==> config.mk <==
export PLATFORM = sky130hd
export DESIGN_NAME = ones_pattern_enumerator
export DESIGN_NICKNAME = d
export VERILOG_FILES = /design/src/rtl/ones_pattern_enumerator.sv
export SDC_FILE = /design/constraint.sdc
export NUM_CORES = 1
export LEC_CHECK = 0
export ABC_AREA = 1
export BUFFER_PORTS_ARGS = -buffer_cell sky130_fd_sc_hd__clkbuf_2
export CORE_AREA = 2 2 39 41
export DETAILED_ROUTE_END_ITERATION = 8
export DIE_AREA = 0 0 41 43
export GPL_ROUTABILITY_DRIVEN = 0
export GPL_TIMING_DRIVEN = 0
export PLACE_DENSITY_LB_ADDON = 0.05
export SLEW_MARGIN = 5
export SYNTH_ARGS = -nofsm -noshare
export SYNTH_HDL_FRONTEND = slang
export SYNTH_SLANG_ARGS = --single-unit
==> constraint.sdc <==
create_clock -name clk -period 1.7 [get_ports clk]
set_input_delay 0.34 -clock clk [delete_from_list [all_inputs] [get_ports clk]]
set_output_delay 0.34 -clock clk [all_outputs]
set_load 0.05 [all_outputs]
==> src/rtl/ones_pattern_enumerator.sv <==
// ones_pattern_enumerator
//
// Takes a requested ones count k and serially emits every W-bit word whose
// popcount equals k, in ascending numeric order, one word per accepted
// output beat. Used as an exhaustive stimulus source for the ones counter
// datapath and as a reference pattern generator in self-checking benches.
//
// Parameters:
//   W   pattern width (2..8)
//   CW  count width, ceil(log2(W+1))
//
// Ports:
//   clk        rising-edge clock
//   rst        asynchronous, active-high reset
//   in_valid   request valid
//   in_count   requested ones count k
//   in_ready   block can accept a request (high while idle)
//   out_valid  out_data holds a word with exactly k ones
//   out_data   current candidate word (zero while idle)
//   out_last   out_data is the final matching word of this request
//   out_ready  consumer accepts the current beat
//   err        one-cycle pulse after a request with k > W was rejected

module ones_pattern_enumerator #(
   parameter int W  = 3,
   parameter int CW = 2
) (
   input  logic          clk,
   input  logic          rst,
   input  logic          in_valid,
   input  logic [CW-1:0] in_count,
   output logic          in_ready,
   output logic          out_valid,
   output logic [W-1:0]  out_data,
   output logic          out_last,
   input  logic          out_ready,
   output logic          err
);

   typedef enum logic {
      IDLE = 1'b0,
      SCAN = 1'b1
   } state_t;

   // W held at one extra bit so a count of all ones in CW bits is still
   // compared exactly against the width.
   localparam logic [CW:0] W_LIMIT = (CW+1)'(W);

   state_t        state;
   state_t        state_next;
   logic [W-1:0]  cand;
   logic [W-1:0]  cand_next;
   logic [CW-1:0] k;
   logic [CW-1:0] k_next;
   logic          err_next;
   logic [CW-1:0] pop;
   logic          match;
   logic [W-1:0]  last_pattern;
   logic          over_range;

   // Popcount of the current candidate, accumulated at CW bits so the
   // comparison against k is exact.
   always_comb begin
      pop = '0;
      for (int i = 0; i < W; i++) begin
         pop = pop + CW'(cand[i]);
      end
   end

   // The largest word with k ones has its k ones packed at the top; shifting
   // an all-ones word right by k and inverting gives exactly that, and yields
   // zero for k=0 and all ones for k=W.
   always_comb begin
      match        = (pop == k);
      last_pattern = ~({W{1'b1}} >> k);
      over_range   = ({1'b0, in_count} > W_LIMIT);
   end

   // Outputs are decoded from registered state only, so an asynchronous
   // reset clears them immediately without waiting for a clock edge.
   always_comb begin
      in_ready  = (state == IDLE);
      out_valid = (state == SCAN) && match;
      out_data  = (state == SCAN) ? cand : '0;
      out_last  = (state == SCAN) && match && (cand == last_pattern);
   end

   // Next-state logic. Non-matching candidates are skipped one per cycle;
   // a matching candidate is held until the consumer takes it, and the
   // final match returns the block to idle instead of incrementing, so the
   // candidate never wraps.
   always_comb begin
      state_next = state;
      cand_next  = cand;
      k_next     = k;
      err_next   = 1'b0;
      case (state)
         IDLE: begin
            if (in_valid) begin
               if (over_range) begin
                  err_next = 1'b1;
               end else begin
                  k_next     = in_count;
                  cand_next  = '0;
                  state_next = SCAN;
               end
            end
         end
         SCAN: begin
            if (!match) begin
               cand_next = cand + W'(1);
            end else if (out_ready) begin
               if (out_last) begin
                  state_next = IDLE;
               end else begin
                  cand_next = cand + W'(1);
               end
            end
         end
         default: begin
            state_next = IDLE;
         end
      endcase
   end

   // State registers. Reset abandons any request in flight.
   always_ff @(posedge clk or posedge rst) begin
      if (rst) begin
         state <= IDLE;
         cand  <= '0;
         k     <= '0;
         err   <= 1'b0;
      end else begin
         state <= state_next;
         cand  <= cand_next;
         k     <= k_next;
         err   <= err_next;
      end
   end

endmodule

==> out/qor.csv <==
stage,metric,value,unit
finish,# fillers,151,
synthesis,leading area contributor after synthesis,dfrtp_1,
floorplanning,num rows,14,
floorplanning,Die Y,43,um
global_routing,met3 global-route usage,0.0209,
global_routing,total gr overflow,0,
finish,Layout area overhead,40.9,%
worst_setup_path,CP max-delay cell,fa_1,
global_routing,met2 Resource Use GR,0.203,
global_routing,first-pass GRT wire length,1790,um
clock_tree,CTS clock-pin slew for the worst setup and hold paths,50,ps
synthesis,Synth Warn #,0,
route,post-route ant nets,0,
synthesis,Synth Register Bits,6,
finish,Finished Layout Cells,113,
clock_tree,H-tree depth,1,
global_routing,initial antenna violation count,0,
sta,min cycle time layout,2230,ps
floorplanning,core area,1380,sq um
clock_tree,clk_lat worst skew,250,ps
global_routing,GR peak layer,met1,
sta,Final setup viols,6,
route,# DRC,0,
route,DRT Pass-1 Iters,4,
worst_setup_path,CP bufs+invs,3,
sta,final count of hold timing violations,0,
placement,dpl cells,102,
placement,pre-CTS setup slack,-497,ps
sta,RSZ-0062 raised after global routing,true,
worst_setup_path,CP arrival,1890,ps
synthesis,post-synthesis cell type count,19,
placement,post-DP HPWL,763,um
synthesis,mapped cell area,508,sq um
floorplanning,I/O Pins,13,
worst_setup_path,Crit. End Element,primary output,
worst_setup_path,CP Class,flop to primary output,
clock_tree,Num CTS Buffers,3,
synthesis,Post-Syn Nets,83,
synthesis,post-synth top area share,0.296,
floorplanning,die area,1760,sq um
clock_tree,CTS tree,done,
global_routing,met1 Resource Use GR,0.215,
floorplanning,chip width,41,um
finish,"commonest non-fill, non-tap cell in the layout",nand2_1,
flow_run,# Max-Cap Violations,0,
route,final WL,1070,um
clock_tree,CTS root buf,clkbuf_4,
finish,n_diodes,0,
synthesis,Mapped Cells,75,
finish,share of cells above drive strength 1,0.381,
worst_setup_path,CP Max Fanout,3,
sta,worst setup margin,-529,ps
global_routing,GRT Util Overall,0.157,
sta,fin crit share,1.31,
synthesis,largest cells by area after synthesis,"dfrtp_1 30%, nand2_1 18%, inv_1 10%",
synthesis,"Avg Cell Area, Syn",6.77,sq um
worst_setup_path,max incr delay on CP,590,ps
synthesis,register area share after synthesis,0.296,
route,via count,479,
finish,most frequent cells in the layout,"24 x nand2_1, 12 x inv_1, 9 x clkbuf_2",
worst_setup_path,Crit path required time,1360,ps
outcome,failing checks,negative setup slack,
worst_setup_path,"delay-heaviest family, CP",adder cells,
route,DR vias/cell,4.24,
route,DR WL/cell,9.49,um
sta,clock skew,5.03,ps
worst_setup_path,CP Cell Sequence,"fa_1, inv_1, nand2_1, nand3_2, nor2_4, nand3_4, clkinvlp_4, clkbuf_16",
sta,Max Slew Vio Count,0,
clock_tree,CTS Sinks,6,
worst_setup_path,crit path launch type,flop,
clock_tree,clock tree buffer depth,2,
route,Initial DRC Count,3,
global_routing,largest net degree at the start of global routing,8,
global_routing,vias in the first global route,429,
outcome,status,"complete, but fails checks",
placement,PortBufs,11,
finish,Nets,106,
min_path,Min-Delay Path Class,input port to flop,
sta,Max Fclk,449,MHz
floorplanning,Initial Utilization,0.367,
[through the flow]
step                hold WS (ps)  instance area [sq um]   util  setup TNS (ps)
finish                       342                    716  0.517           -1540
global route                 374                    716  0.517           -2140
CTS                          335                    704  0.509           -1520
detailed placement           263                    588  0.425           -1230
global placement             255                    588  0.425           -1180
floorplan                    131                    513      -           -1710
[cells by family after synthesis]
| group | synth area share |
|---|---|
| AO/OA/AOI/OAI | 0.0295 |
| XOR/XNOR | 0.0517 |
| adder cells (fa/ha/maj) | 0.0640 |
| buffers and inverters | 0.133 |
| flip-flops | 0.296 |
| other | 0.00738 |
| AND/OR/NAND/NOR | 0.419 |
[synthesized netlist by cell type (all sizes together)]
cell,count
buf,1
o21ai,1
nor2,8
or2,1
inv,16
dfrtp,6
a21oi,2
nand3,7
conb,1
xnor2,2
xor2,1
ha,1
nand2,27
fa,1
[tightest hold or removal path: stages]
cell and delay [ps]:
clkbuf_2 80, nor2_1 30, a21oi_1 90
[cell type report]
class                   count  area [sq um]  share of cell area
multi-input cells          52           294               0.411
flip-flops and latches      6           154               0.215
repair buffers             18           150               0.210
inverters                  16          63.8              0.0892
clock buffers               4          26.3              0.0367
well taps                  16          20.0              0.0280
plain buffers               1          7.51              0.0105
[worst paths after layout]
kind / start / endpoint / slack (ps) / cells past startpoint
setup / recovery: cand[0] / out_last / -530 / 8
hold / removal: in_count[0] / k[0] / 340 / 3
setup reg to reg: cand[0] / state / -160 / 9
hold reg to reg: cand[2] / cand[2] / 570 / 2
max in group asynchronous: rst / cand[2] / 930 / 3
min in group asynchronous: rst / cand[1] / 540 / 3
[what timing repair did]
item                       in CTS  in global routing
buffers inserted                5                  1
gates resized for setup         8                  2
hold endpoints to repair        6                  0
hold buffers                    1                  0
setup endpoints to repair       6                  6
pin swaps                       1                  1
[metal layers]
layer / up-vias / share of wire
li1: 261 / -
met1: 205 / 0.50
met2: 9 / 0.43
met3: 4 / 0.038
met4: 0 / 0.028
met5: - / 0
[flip-flops by register name, summed over array words and instances, names as in the netlist]
name   flops
cand       3
k          2
state      1
Power is left out: the tool's default activity adds up to more than one toggle a clock period on the data nets, which glitch-free logic cannot reach.
